## src/rtl/alu16_serial_seq.sv

```systemverilog
// ---------------------------------------------------------------------------
// alu16_serial_seq
//
// Bit-serial 16-bit ALU sequencer. Operands are shifted LSB first through an
// external combinational 1-bit ALU slice, one bit per clock. The result is
// assembled in a right-shifting register. Carry, zero and overflow flags are
// produced at the end of the operation.
//
// State table
//   state | meaning
//   IDLE  | ready for a new request; slice drives held at 0
//   RUN   | 16 cycles, one slice evaluation per cycle, LSB first
//   FIN   | one-cycle completion (DONE=1); result and flags visible
//
// Ports
//   CLK        in   clock, rising edge active
//   RST        in   synchronous active-high reset
//   START      in   operation request, taken only in IDLE
//   A, B       in   16-bit operands, captured on accept
//   OP         in   {P, C1, C2, C3}; P inverts B inside the slice
//   ABORT      in   cancels an operation while in RUN
//   READY      out  high in IDLE
//   DONE       out  high for the single FIN cycle
//   RESULT     out  result register, written only on completion
//   CF/ZF/VF   out  carry / zero / overflow, written with RESULT
//   SA..SC3    out  drives to the external slice (0 outside RUN)
//   SO, SCOUT  in   slice sum/logic output and carry out, same cycle
// ---------------------------------------------------------------------------
module alu16_serial_seq (
    input  logic        CLK,
    input  logic        RST,
    input  logic        START,
    input  logic [15:0] A,
    input  logic [15:0] B,
    input  logic [3:0]  OP,
    input  logic        ABORT,
    output logic        READY,
    output logic        DONE,
    output logic [15:0] RESULT,
    output logic        CF,
    output logic        ZF,
    output logic        VF,
    output logic        SA,
    output logic        SB,
    output logic        SP,
    output logic        SCIN,
    output logic        SC1,
    output logic        SC2,
    output logic        SC3,
    input  logic        SO,
    input  logic        SCOUT
);

    typedef enum logic [1:0] {
        IDLE = 2'd0,
        RUN  = 2'd1,
        FIN  = 2'd2
    } state_t;

    state_t      state;
    state_t      state_nxt;

    logic [15:0] a_sr;
    logic [15:0] b_sr;
    logic [15:0] res_sr;
    logic [3:0]  op_q;
    logic [3:0]  cnt;
    logic        carry;

    logic        accept;
    logic        last_bit;
    logic        op_arith;
    logic        in_arith;
    logic [15:0] res_nxt;

    // Codes 110 and 111 are ADD (or SUB when P is set).
    assign op_arith = op_q[2] & op_q[1];
    assign in_arith = OP[2] & OP[1];
    assign accept   = (state == IDLE) && START;
    assign last_bit = (cnt == 4'd15);
    assign res_nxt  = {SO, res_sr[15:1]};

    // -----------------------------------------------------------------------
    // State register
    // -----------------------------------------------------------------------
    always_ff @(posedge CLK) begin
        if (RST) begin
            state <= IDLE;
        end else begin
            state <= state_nxt;
        end
    end

    // -----------------------------------------------------------------------
    // Next state and outputs
    // -----------------------------------------------------------------------
    always_comb begin
        state_nxt = state;
        READY     = 1'b0;
        DONE      = 1'b0;
        SA        = 1'b0;
        SB        = 1'b0;
        SP        = 1'b0;
        SCIN      = 1'b0;
        SC1       = 1'b0;
        SC2       = 1'b0;
        SC3       = 1'b0;

        case (state)
            IDLE: begin
                READY = 1'b1;
                // START wins over a simultaneous ABORT here.
                if (START) begin
                    state_nxt = RUN;
                end
            end
            RUN: begin
                SA   = a_sr[0];
                SB   = b_sr[0];
                SP   = op_q[3];
                SC1  = op_q[2];
                SC2  = op_q[1];
                SC3  = op_q[0];
                SCIN = carry;
                if (ABORT) begin
                    state_nxt = IDLE;
                end else if (last_bit) begin
                    state_nxt = FIN;
                end
            end
            FIN: begin
                // ABORT is not looked at: completion always reports.
                DONE      = 1'b1;
                state_nxt = IDLE;
            end
            default: begin
                state_nxt = IDLE;
            end
        endcase
    end

    // -----------------------------------------------------------------------
    // Operand / result shift registers, counter and carry
    // -----------------------------------------------------------------------
    always_ff @(posedge CLK) begin
        if (RST) begin
            a_sr   <= 16'h0000;
            b_sr   <= 16'h0000;
            res_sr <= 16'h0000;
            op_q   <= 4'h0;
            cnt    <= 4'd0;
            carry  <= 1'b0;
        end else if (accept) begin
            a_sr   <= A;
            b_sr   <= B;
            res_sr <= 16'h0000;
            op_q   <= OP;
            cnt    <= 4'd0;
            // SUB is A + ~B + 1: the slice inverts B, the +1 enters here.
            carry  <= in_arith & OP[3];
        end else if ((state == RUN) && !ABORT) begin
            a_sr   <= {1'b0, a_sr[15:1]};
            b_sr   <= {1'b0, b_sr[15:1]};
            res_sr <= res_nxt;
            cnt    <= cnt + 4'd1;
            carry  <= op_arith & SCOUT;
        end
    end

    // -----------------------------------------------------------------------
    // Result and flags: written only on the last RUN edge, so accept, abort
    // and idle cycles leave them untouched.
    // Overflow uses the carry into the MSB (the carry register while bit 15
    // is on the slice) against the carry out of the MSB.
    // -----------------------------------------------------------------------
    always_ff @(posedge CLK) begin
        if (RST) begin
            RESULT <= 16'h0000;
            CF     <= 1'b0;
            ZF     <= 1'b0;
            VF     <= 1'b0;
        end else if ((state == RUN) && !ABORT && last_bit) begin
            RESULT <= res_nxt;
            CF     <= op_arith & SCOUT;
            ZF     <= (res_nxt == 16'h0000);
            VF     <= op_arith & (carry ^ SCOUT);
        end
    end

endmodule

```

## config.mk

```make
export PLATFORM = sky130hd
export DESIGN_NAME = alu16_serial_seq
export DESIGN_NICKNAME = d
export VERILOG_FILES = /design/src/rtl/alu16_serial_seq.sv
export SDC_FILE = /design/constraint.sdc
export NUM_CORES = 1
export LEC_CHECK = 0
export ABC_AREA = 1
export BUFFER_PORTS_ARGS = -buffer_cell sky130_fd_sc_hd__clkbuf_2
export CAP_MARGIN = 15
export CORE_MARGIN = 2
export CORE_UTILIZATION = 57
export DETAILED_ROUTE_END_ITERATION = 6
export PLACE_DENSITY = 0.83
export RECOVER_POWER = 50
export SLEW_MARGIN = 15
export SYNTH_ARGS = -nofsm -noshare
export SYNTH_HDL_FRONTEND = slang
export SYNTH_SLANG_ARGS = --single-unit
```

## constraint.sdc

```tcl
create_clock -name CLK -period 3.41 [get_ports CLK]
set_input_delay 0.682 -clock CLK [delete_from_list [all_inputs] [get_ports CLK]]
set_output_delay 0.682 -clock CLK [all_outputs]
set_load 0.02 [all_outputs]
```

==> results of run 1 <==
==> per-layer routing <==
metal | track usage (%) | vias to the layer above | wire length, um
met5 | 0 | - | 0
met4 | 13.5 | 0 | 114
met3 | 4.25 | 13 | 420
met2 | 38.6 | 88 | 3310
met1 | 30.2 | 1318 | 3210
li1 | - | 1508 | -
==> path summary, 6_finish.rpt <==
kind | end | slack (ns) | depth (start not counted)
max | a_sr[13] | 1.06 | 6
min | RESULT[14] | 0.46 | 2
max reg2reg | a_sr[13] | 1.06 | 6
min reg2reg | RESULT[14] | 0.46 | 2
==> final cells by class <==
cell class	instances	area, um^2
clock buffer	10	128
multi-input combinational	303	1370
sequential	77	1540
tap	72	90.1
inverter	29	109
clock inverter	6	87.6
fill	501	1730
timing repair buffer	74	354
==> cell families (layout without fill, tap and decap cells) <==
family | count (synthesis) | in the layout | share of synthesized area [%]
compound gates | 90 | 90 | 15.3
fa+ha+maj | 1 | 1 | 0.397
buf+inv | 52 | 119 | 6.99
flops | 77 | 77 | 48.9
simple gates | 212 | 212 | 28.3
==> per-stage QoR <==
stage | instance area, um^2 | hold slack (ns) | total power, mW | setup slack, ns
after global placement | 3510 | 0.438 | 1.16 | 1.17
after detailed placement | 3510 | 0.455 | 1.17 | 1.15
after CTS | 3730 | 0.467 | 1.90 | 1.47
final | 3670 | 0.464 | 1.89 | 1.06
after global routing | 3670 | 0.478 | 1.96 | 0.721
after floorplan | 3150 | 0.430 | 1.12 | 1.88
==> flip-flops by register name (all words and copies together), names as in the netlist <==
register / cells
CF: 1
RESULT: 16
VF: 1
ZF: 1
a_sr: 16
b_sr: 16
carry: 1
cnt: 4
op_q: 4
res_sr: 15
state: 2
==> layout by cell type (no fill, tap or decap) <==
cell        instances
nand2_1           103
dfxtp_1            77
nor2_1             63
clkbuf_2           49
a21oi_1            46
o21ai_0            39
inv_1              27
clkbuf_1           22
nor3_1             15
nand3_1            13
or2_0              10
clkbuf_8            9
a211oi_1            4
buf_4               4
or2_1               3
clkinvlp_4          3
inv_2               2
bufinv_16           2
nand2_2             1
nor2_2              1
nand3_2             1
a211oi_2            1
nor2_4              1
nand4_1             1
ha_1                1
clkinv_2            1
==> worst min-delay path, delay by kind of cell, from the launching register on <==
kind,cells,cell delay (ns)
AOI/OAI and AO/OA,1,0.05
DFF,1,0.31
and+or+nand+nor,1,0.06
==> power groups by stage <==
stage / clock network [mW] / registers [mW] / logic, mW
final: 0.741 / 0.967 / 0.183
after global routing: 0.785 / 0.971 / 0.208
after CTS: 0.748 / 0.967 / 0.186
after detailed placement: 0 / 0.987 / 0.185
after global placement: 0 / 0.985 / 0.178
after floorplan: 0 / 0.982 / 0.134
==> run summary, run 1 <==
Resized cells post-CTS -> 0
Fin. max-slew vios -> 0
Worst min-delay path startpoint -> RESULT[14]
Critical path data arrival time -> 2.63 ns
Netlist cell types -> 23
DRC -> 0
Global route total overflow -> 0
Clock power share -> 39.2%
Fmax achieved -> 426 MHz
Cts-stage hold buffer count -> 0
Status -> completed
Synth Area per Inst -> 7.29 um^2
Setup TNS -> 0 ns
Number of synthesized flops with an enable pin -> 0
CTS H-Tree Depth -> 3
Finished Layout Cells -> 571
First drt pass iteration count -> 5
Synth top area cells -> dfxtp_1 49%, nand2_1 12%, nor2_1 7.4%, a21oi_1 7.3%, o21ai_0 6.2%
Boundary Pins -> 70
Final hold violations -> 0
Core Util, Final -> 68.0%
Predominant post-synthesis flop cell -> dfxtp_1
Die height -> 78.3 um
Skew-Pair Late Insertion Delay -> 0.35 ns
DP Cell Count -> 555
Hold WC Path Type -> reg -> reg
Die width -> 78.3 um
Via density -> 5.13
Max Clock Skew -> 0.00949 ns
Clk root buf -> clkbuf_8
CP Class -> reg -> reg
LEAKAGE -> 1.58 nW
DR iter-0 viols -> 200
Largest net degree at the start of global routing -> 32
Synth area leader -> dfxtp_1
Max cap viols -> 0
Slew @ Worst Pin -> 1.09 ns
Synthesized instance count -> 432
Psw -> 0.470 mW
Top-count cell post-synth -> nand2_1
Setup Fix Bufs, Post-CTS -> 0
Initial antenna violation count -> 0
Cell at the slowest stage of the critical path -> clkbuf_1
Layout area overhead -> 16.7%
CP Capture Type -> flip-flop
Mapped Nets -> 475
Pwr dens -> 515 nW/um^2
# diodes -> 0
Avg WL per Cell -> 12.4 um
Relative slew margins -> 27.1%
Post-synthesis sequential area ratio -> 48.9%
Ys async rst share -> 0%
Combinational share of power -> 9.7%
Worst Path Required -> 3.69 ns
Switch share -> 24.9%
Clk buf depth -> 2
Worst path max stage delay -> 0.87 ns
Total GRT Usage -> 23.9%
# rows -> 27
Top cell type's share of synthesized area -> 48.9%
Critical Path Source Type -> flip-flop
Crit-path cells -> nor2_1 > nand2_1 > clkbuf_1 > or2_0 > nand2_1 > a21oi_1
Number of buffers created by CTS -> 9
Max FO, Critical Path -> 31
Crit path buffers/inverters -> 1
Detailed-route via count -> 2927
Clock transition at the registers of the reported paths -> 0.08 ns
DIE AREA -> 6140 um^2
Synth warn -> 0
Synth Register Bits -> 77
Mapped cell area -> 3150 um^2
Reg power frac -> 51.1%
Antenna Nets Post-Route -> 0
Vias in the first global route -> 2680
CTS tree -> built
Worst path most repeated cell -> nand2_1
Post-DP HPWL -> 4770 um
Port buffer count -> 69
Starting density of the core -> 58.3%
RSZ-0062 raised after global routing -> false
GPL Wtd Cong -> 0.766
Synth cell count leaders -> 101 x nand2_1, 77 x dfxtp_1, 62 x nor2_1, 46 x a21oi_1, 39 x o21ai_0
Peak VDD IR -> 0.000315 V
TritonCTS Sinks -> 77
# setup viols final -> 0
Pint -> 1.42 mW
Period utilization -> 68.9%
Nets -> 537
Layout cells sized above 1 -> 15.0%
Detailed-route wire length -> 7060 um
First-pass GRT wire length -> 11500 um
Minimum clock period -> 2.35 ns
CP delay by family, top -> simple AND/OR/NAND/NOR gates
R2R Path Start -> state[0]
Core area -> 5410 um^2
CP startpoint -> state[0]
Power figures use the tool's default switching activity.
==> inputs of run 2 (changes only) <==
Settings changed: CORE_UTILIZATION 57 to 53, PLACE_DENSITY 0.83 to 0.78.
Clock period 3.41 ns to 2.17 ns, I/O delays scaled along.
==> run 2 against run 1 <==
- largest cell class unchanged
- critical path depth increased by 1
- power increased by 56%
- final cell count increased by 1.1%
- routed wire length decreased by 2.3%
- register-to-register slack got worse by 0.61 ns
==> run summary, run 2 (same netlist as run 1, synthesis figures left out) <==
Status -> completed
Post-route cell area -> 3690 um^2 (+0.37%)
CP Capture Type -> flip-flop
Overall Power -> 2.95 mW (+56%)
Pint -> 2.23 mW (+57%)
Switch share -> 24.3% (-0.55 points)
R2R Path End -> res_sr[1]
Worst Hold Depth -> 3 (+1)
R2r setup slk -> 0.45 ns (-0.61 ns)
CTS H-Tree Depth -> 3 (unchanged)
Filler instances -> 550 (+9.8%)
Die height -> 81.1 um (+3.5%)
Global route total overflow -> 0 (unchanged)
Post-DP HPWL -> 4660 um (-2.2%)
Pwr dens -> 800 nW/um^2 (+56%)
Commonest non-fill, non-tap cells in the layout -> 102 x nand2_1, 77 x dfxtp_1, 63 x nor2_1, 51 x clkbuf_2, 46 x a21oi_1
# setup viols final -> 0 (unchanged)
Layout cells sized above 1 -> 15.5% (+0.51 points)
TritonCTS Sinks -> 77 (unchanged)
Detailed-route wire length -> 6900 um (-2.3%)
First drt pass iteration count -> 4 (-1)
Slew @ Worst Pin -> 0.369 ns (-0.724 ns)
LEAKAGE -> 1.61 nW (+1.4%)
Placement Setup Slack -> 0.367 ns (-0.786 ns)
Fin. max-slew vios -> 0 (unchanged)
Crit-path cells -> nor2_1 > nand2_1 > clkbuf_2 > nand2_1 > inv_1 > o21ai_0 > a21oi_1
Minimum clock period -> 1.72 ns (-0.634 ns)
RSZ-0062 raised after global routing -> false
Avg WL per Cell -> 11.9 um (-3.3%)
Biggest regs -> RESULT x16, a_sr x16, b_sr x16
Layout area overhead -> 17.1%
Max cap viols -> 0 (unchanged)
Worst path most repeated cell -> nand2_1
CP endpoint -> res_sr[1]
CTS tree -> built
Via density -> 5.03 (-1.9%)
Nets -> 540 (+0.56%)
Worst Path Required -> 2.45 ns (-1.24 ns)
Combinational share of power -> 9.8% (about the same)
Clock power share -> 38.8% (-0.4 points)
DR iter-0 viols -> 208 (+4.0%)
Initial antenna violation count -> 0 (unchanged)
Commonest non-fill, non-tap cell in the layout -> nand2_1
First-pass GRT wire length -> 11400 um (-1.7%)
Setup TNS -> 0 ns (unchanged)
Relative slew margins -> 75.3% (+48 points)
GPL Wtd Cong -> 0.735 (-4.1%)
Max Clock Skew -> 0.00754 ns (-0.00195 ns)
Cell Area, Placed -> 3540 um^2 (+0.75%)
Detailed-route via count -> 2903 (-0.82%)
Core Util, Final -> 63.4% (-4.6 points)
Total GRT Usage -> 22.1% (-1.7 points)
Cts-stage hold buffer count -> 0 (unchanged)
DP Cell Count -> 561 (+1.1%)
Clk root buf -> clkbuf_8
CP Depth -> 7 (+1)
Period utilization -> 79.1% (+10 points)
Max FO, Critical Path -> 20 (-35%)
Worst path max stage delay -> 0.40 ns (-0.47 ns)
Critical path data arrival time -> 1.99 ns (-0.64 ns)
Psw -> 0.718 mW (+53%)
Clock transition at the registers of the reported paths -> 0.07 ns (about the same)
Critical Path Source Type -> flip-flop
Number of buffers created by CTS -> 9 (unchanged)
Die width -> 81.1 um (+3.5%)
DIE AREA -> 6570 um^2 (+7.2%)
Vias in the first global route -> 2603 (-2.9%)
Worst reg2reg path depth -> 7 (+1)
Boundary Pins -> 70 (unchanged)
Crit path buffers/inverters -> 2 (+1)
Peak VDD IR -> 0.000483 V (+53%)
Hold WC Path Type -> in -> reg
# diodes -> 0 (unchanged)
Finished Layout Cells -> 577 (+1.1%)
Skew-Pair Late Insertion Delay -> 0.34 ns (about the same)
Core area -> 5820 um^2 (+7.6%)
Final hold violations -> 0 (unchanged)
Antenna Nets Post-Route -> 0 (unchanged)
# rows -> 28 (+3.7%)
Resized cells post-CTS -> 0 (unchanged)
Port buffer count -> 69 (unchanged)
Cell at the slowest stage of the critical path -> dfxtp_1
Starting density of the core -> 54.2% (-4.1 points)
Largest net degree at the start of global routing -> 31 (-3.1%)
DRC -> 0 (unchanged)
CP delay by family, top -> buffers and inverters
Clk buf depth -> 2 (unchanged)
CP Class -> reg -> reg
Setup Fix Bufs, Post-CTS -> 0 (unchanged)
Fmax achieved -> 583 MHz (+37%)
Reg power frac -> 51.5% (+0.4 points)
CP startpoint -> state[0]
R2R Path Start -> state[0]
Fin Hold WS -> 0.331 ns (-0.133 ns)
Setup WS post-layout -> 0.454 ns (-0.606 ns)
-- run 2: metal layers --
layer	up-vias	wire, um	GRT usage, %
li1	1516	-	-
met1	1305	3300	29.3
met2	74	3200	35.9
met3	8	321	4.44
met4	0	80	8.14
met5	-	0	0
-- run 2: cell type report --
class / instances / area (um^2) / area share (%)
sequential: 77 / 1540 / 41.8
clock buffer: 11 / 131 / 3.56
clock inverter: 5 / 75.1 / 2.04
tap: 75 / 93.8 / 2.54
timing repair buffer: 77 / 375 / 10.2
multi-input combinational: 303 / 1360 / 36.9
inverter: 29 / 109 / 2.95
-- run 2: power groups by stage --
stage / clock network (mW) / registers (mW) / logic, mW
after floorplan: 0 / 1.54 / 0.211
after global placement: 0 / 1.55 / 0.286
after detailed placement: 0 / 1.55 / 0.296
after CTS: 1.17 / 1.52 / 0.296
after global routing: 1.22 / 1.53 / 0.331
final: 1.14 / 1.52 / 0.289
-- run 2: how the worst min path moves through the flow --
stage	start	end	slack [ns]
after floorplan	op_q[0]	op_q[0]	0.43
after global placement	op_q[0]	op_q[0]	0.44
after global routing	A[15]	a_sr[15]	0.33
final	A[15]	a_sr[15]	0.33
after CTS	A[15]	a_sr[15]	0.32
after detailed placement	op_q[0]	op_q[0]	0.45
-- run 2: worst reg2reg max path: stages (launching register included) --
cell and delay (ns):
dfxtp_1 0.40, nor2_1 0.09, nand2_1 0.17, clkbuf_2 0.37, nand2_1 0.12, inv_1 0.24
o21ai_0 0.14, a21oi_1 0.12
==> inputs of run 3 (changes only) <==
Settings changed: CORE_UTILIZATION 53 to 48, PLACE_DENSITY 0.78 to 0.75.
Clock period 2.17 ns to 1.48 ns, I/O delays scaled along.
==> run 3 against run 2 <==
- die area is 9.9% higher
- final cell count increased by 1.7%
- cell area grew 5.6%
- combinational power rose by 64%
- via count increased by 0.79%
- non-clock buffer count is 8 higher
- routed wire length up 0.84%
- critical path depth decreased by 4
- clock skew is 0.0014 ns higher
- count of clock-buffer cells in the layout down 1
- power increased by 51%
- sequential share of layout area is 2.1 points lower
==> run summary, run 3 (same netlist as run 1, synthesis figures left out) <==
CTS tree -> built
Worst path max stage delay -> 0.36 ns (-0.04 ns)
Worst Hold Depth -> 3 (unchanged)
Hold EP -> a_sr[15]
CP Class -> reg -> out
Die height -> 85 um (+4.8%)
Antenna Nets Post-Route -> 0 (unchanged)
Via density -> 4.98 (-0.92%)
Nets -> 548 (+1.5%)
Boundary Pins -> 70 (unchanged)
Slew @ Worst Pin -> 0.306 ns (-0.0635 ns)
Minimum clock period -> 1.45 ns
Commonest non-fill, non-tap cell in the layout -> nand2_1
CP startpoint -> state[0]
Max Clock Skew -> 0.00892 ns (+0.00138 ns)
Detailed-route wire length -> 6950 um (+0.84%)
Cell at the slowest stage of the critical path -> dfxtp_4
RSZ-0062 raised after global routing -> true
Relative slew margins -> 79.6% (+4.3 points)
Die width -> 85 um (+4.8%)
GPL Wtd Cong -> 0.798 (+8.6%)
First-pass GRT wire length -> 11700 um (+3.3%)
CTS H-Tree Depth -> 3 (unchanged)
Hold WC Path Type -> in -> reg
Max cap viols -> 0 (unchanged)
Total GRT Usage -> 20.1% (-2.0 points)
Worst path most repeated cell -> buf_4
Combinational share of power -> 10.6% (+0.8 points)
Clk root buf -> clkbuf_8
First drt pass iteration count -> 4 (unchanged)
Crit-path cells -> buf_4 > nor2_1 > buf_4
Port buffer count -> 69 (unchanged)
Critical path data arrival time -> 1.15 ns (-0.84 ns)
# diodes -> 0 (unchanged)
Global route total overflow -> 0 (unchanged)
Crit path buffers/inverters -> 2 (unchanged)
Psw -> 1.09 mW (+52%)
Detailed-route via count -> 2926 (+0.79%)
LEAKAGE -> 1.68 nW (+4.4%)
Vias in the first global route -> 2625 (+0.85%)
R2r setup slk -> 0.10 ns (-0.35 ns)
Clock transition at the registers of the reported paths -> 0.08 ns (about the same)
R2R Path End -> a_sr[0]
Number of buffers created by CTS -> 9 (unchanged)
DR iter-0 viols -> 183 (-12%)
TritonCTS Sinks -> 77 (unchanged)
Core area -> 6350 um^2 (+9.2%)
Finished Layout Cells -> 587 (+1.7%)
CP delay by family, top -> flip-flops
Status -> completed
Period utilization -> 97.8%
Worst reg2reg path depth -> 9 (+2)
Switch share -> 24.5% (+0.18 points)
Clk buf depth -> 2 (unchanged)
Skew-Pair Late Insertion Delay -> 0.35 ns (about the same)
Post-DP HPWL -> 4690 um (+0.56%)
Avg WL per Cell -> 11.8 um (-0.88%)
Fmax achieved -> 691 MHz
Cts-stage hold buffer count -> 0 (unchanged)
Final hold violations -> 0 (unchanged)
Starting density of the core -> 49.6% (-4.6 points)
# rows -> 29 (+3.6%)
Layout cells sized above 1 -> 20.2% (+4.7 points)
Commonest non-fill, non-tap cells in the layout -> 101 x nand2_1, 75 x dfxtp_1, 56 x nor2_1, 46 x a21oi_1, 43 x clkbuf_2
Critical Path Source Type -> flip-flop
Fin. max-slew vios -> 0 (unchanged)
Worst Path Required -> 1.18 ns (-1.27 ns)
Layout area overhead -> 23.7%
Cell Area, Placed -> 3590 um^2 (+1.6%)
Reg power frac -> 50.1% (-1.4 points)
Clock power share -> 39.3% (+0.5 points)
DIE AREA -> 7230 um^2 (+9.9%)
DRC -> 0 (unchanged)
R2R Path Start -> state[0]
Max FO, Critical Path -> 3 (-85%)
Pwr dens -> 1140 nW/um^2 (+43%)
DP Cell Count -> 567 (+1.1%)
Worst min-delay path startpoint -> A[15]
Post-route cell area -> 3900 um^2 (+5.6%)
CP Capture Type -> output pin
Setup TNS -> 0 ns (unchanged)
Largest net degree at the start of global routing -> 31 (unchanged)
Overall Power -> 4.44 mW (+51%)
Pint -> 3.36 mW (+50%)
# setup viols final -> 0 (unchanged)
Peak VDD IR -> 0.000664 V (+38%)
Biggest regs -> RESULT x16, a_sr x16, b_sr x16
Initial antenna violation count -> 0 (unchanged)
[run 3: cell count changes in the layout (fill, tap and decap cells not counted), sizes merged]
cell / change
buf: +16
clkbuf: -9
clkinvlp: +1
[run 3: per-layer routing]
layer | GRT usage (%) | routed length [um]
met1 | 27.4 | 3300
met2 | 31.3 | 3220
met3 | 4.67 | 351
met4 | 7.65 | 84
met5 | 0 | 0
[run 3: metrics by stage]
| stage | utilization [%] | hold WS [ns] | worst slack [ns] |
|---|---|---|---|
| after floorplan | - | 0.430 | 0.132 |
| after global placement | 56.6 | 0.440 | 0.172 |
| after detailed placement | 56.6 | 0.446 | 0.115 |
| after CTS | 61.3 | 0.180 | -0.00693 |
| after global routing | 61.4 | 0.194 | -0.0243 |
| final | 61.4 | 0.195 | 0.0332 |
[run 3: worst max path at each step]
| stage | endpoint | slack (ns) | depth (start not counted) |
|---|---|---|---|
| after global placement | VF | 0.17 | 6 |
| after global routing | SA | -0.02 | 5 |
| final | DONE | 0.03 | 3 |
| after CTS | SC1 | -0.007 | 5 |
| after detailed placement | RESULT[10] | 0.11 | 6 |
| after floorplan | a_sr[12] | 0.13 | 6 |
[run 3: cell type report]
| class | instances | area, um^2 |
|---|---|---|
| clock inverter | 6 | 86.3 |
| clock buffer | 10 | 138 |
| fill | 590 | 2450 |
| sequential | 77 | 1550 |
| multi-input combinational | 303 | 1410 |
| inverter | 29 | 111 |
| tap | 77 | 96.3 |
| timing repair buffer | 85 | 505 |
[run 3: worst reg2reg max path, stage by stage (launching register included)]
cell and delay [ns]:
dfxtp_4 0.37, buf_4 0.13, nor2_2 0.04, nand2_2 0.09, buf_6 0.21, inv_2 0.11
nand2_1 0.08, nand2_1 0.05, nor2_1 0.11, nor2_1 0.06
[run 3: power by group through the flow]
| stage | Sequential [mW] | Clock (mW) | Combinational [mW] |
|---|---|---|---|
| 2_1_floorplan | 2.26 | 0 | 0.309 |
| 3_3_place_gp | 2.27 | 0 | 0.444 |
| 3_5_place_dp | 2.27 | 0 | 0.455 |
| 4_1_cts | 2.22 | 1.79 | 0.471 |
| 5_1_grt | 2.24 | 1.87 | 0.543 |
| 6_report | 2.22 | 1.75 | 0.473 |
[run 3: what timing repair did]
item / CTS / global route
buffers inserted: 4 / 0
setup endpoints to repair: 7 / 19
resized for setup: 16 / 24
pin swaps: 0 / 1
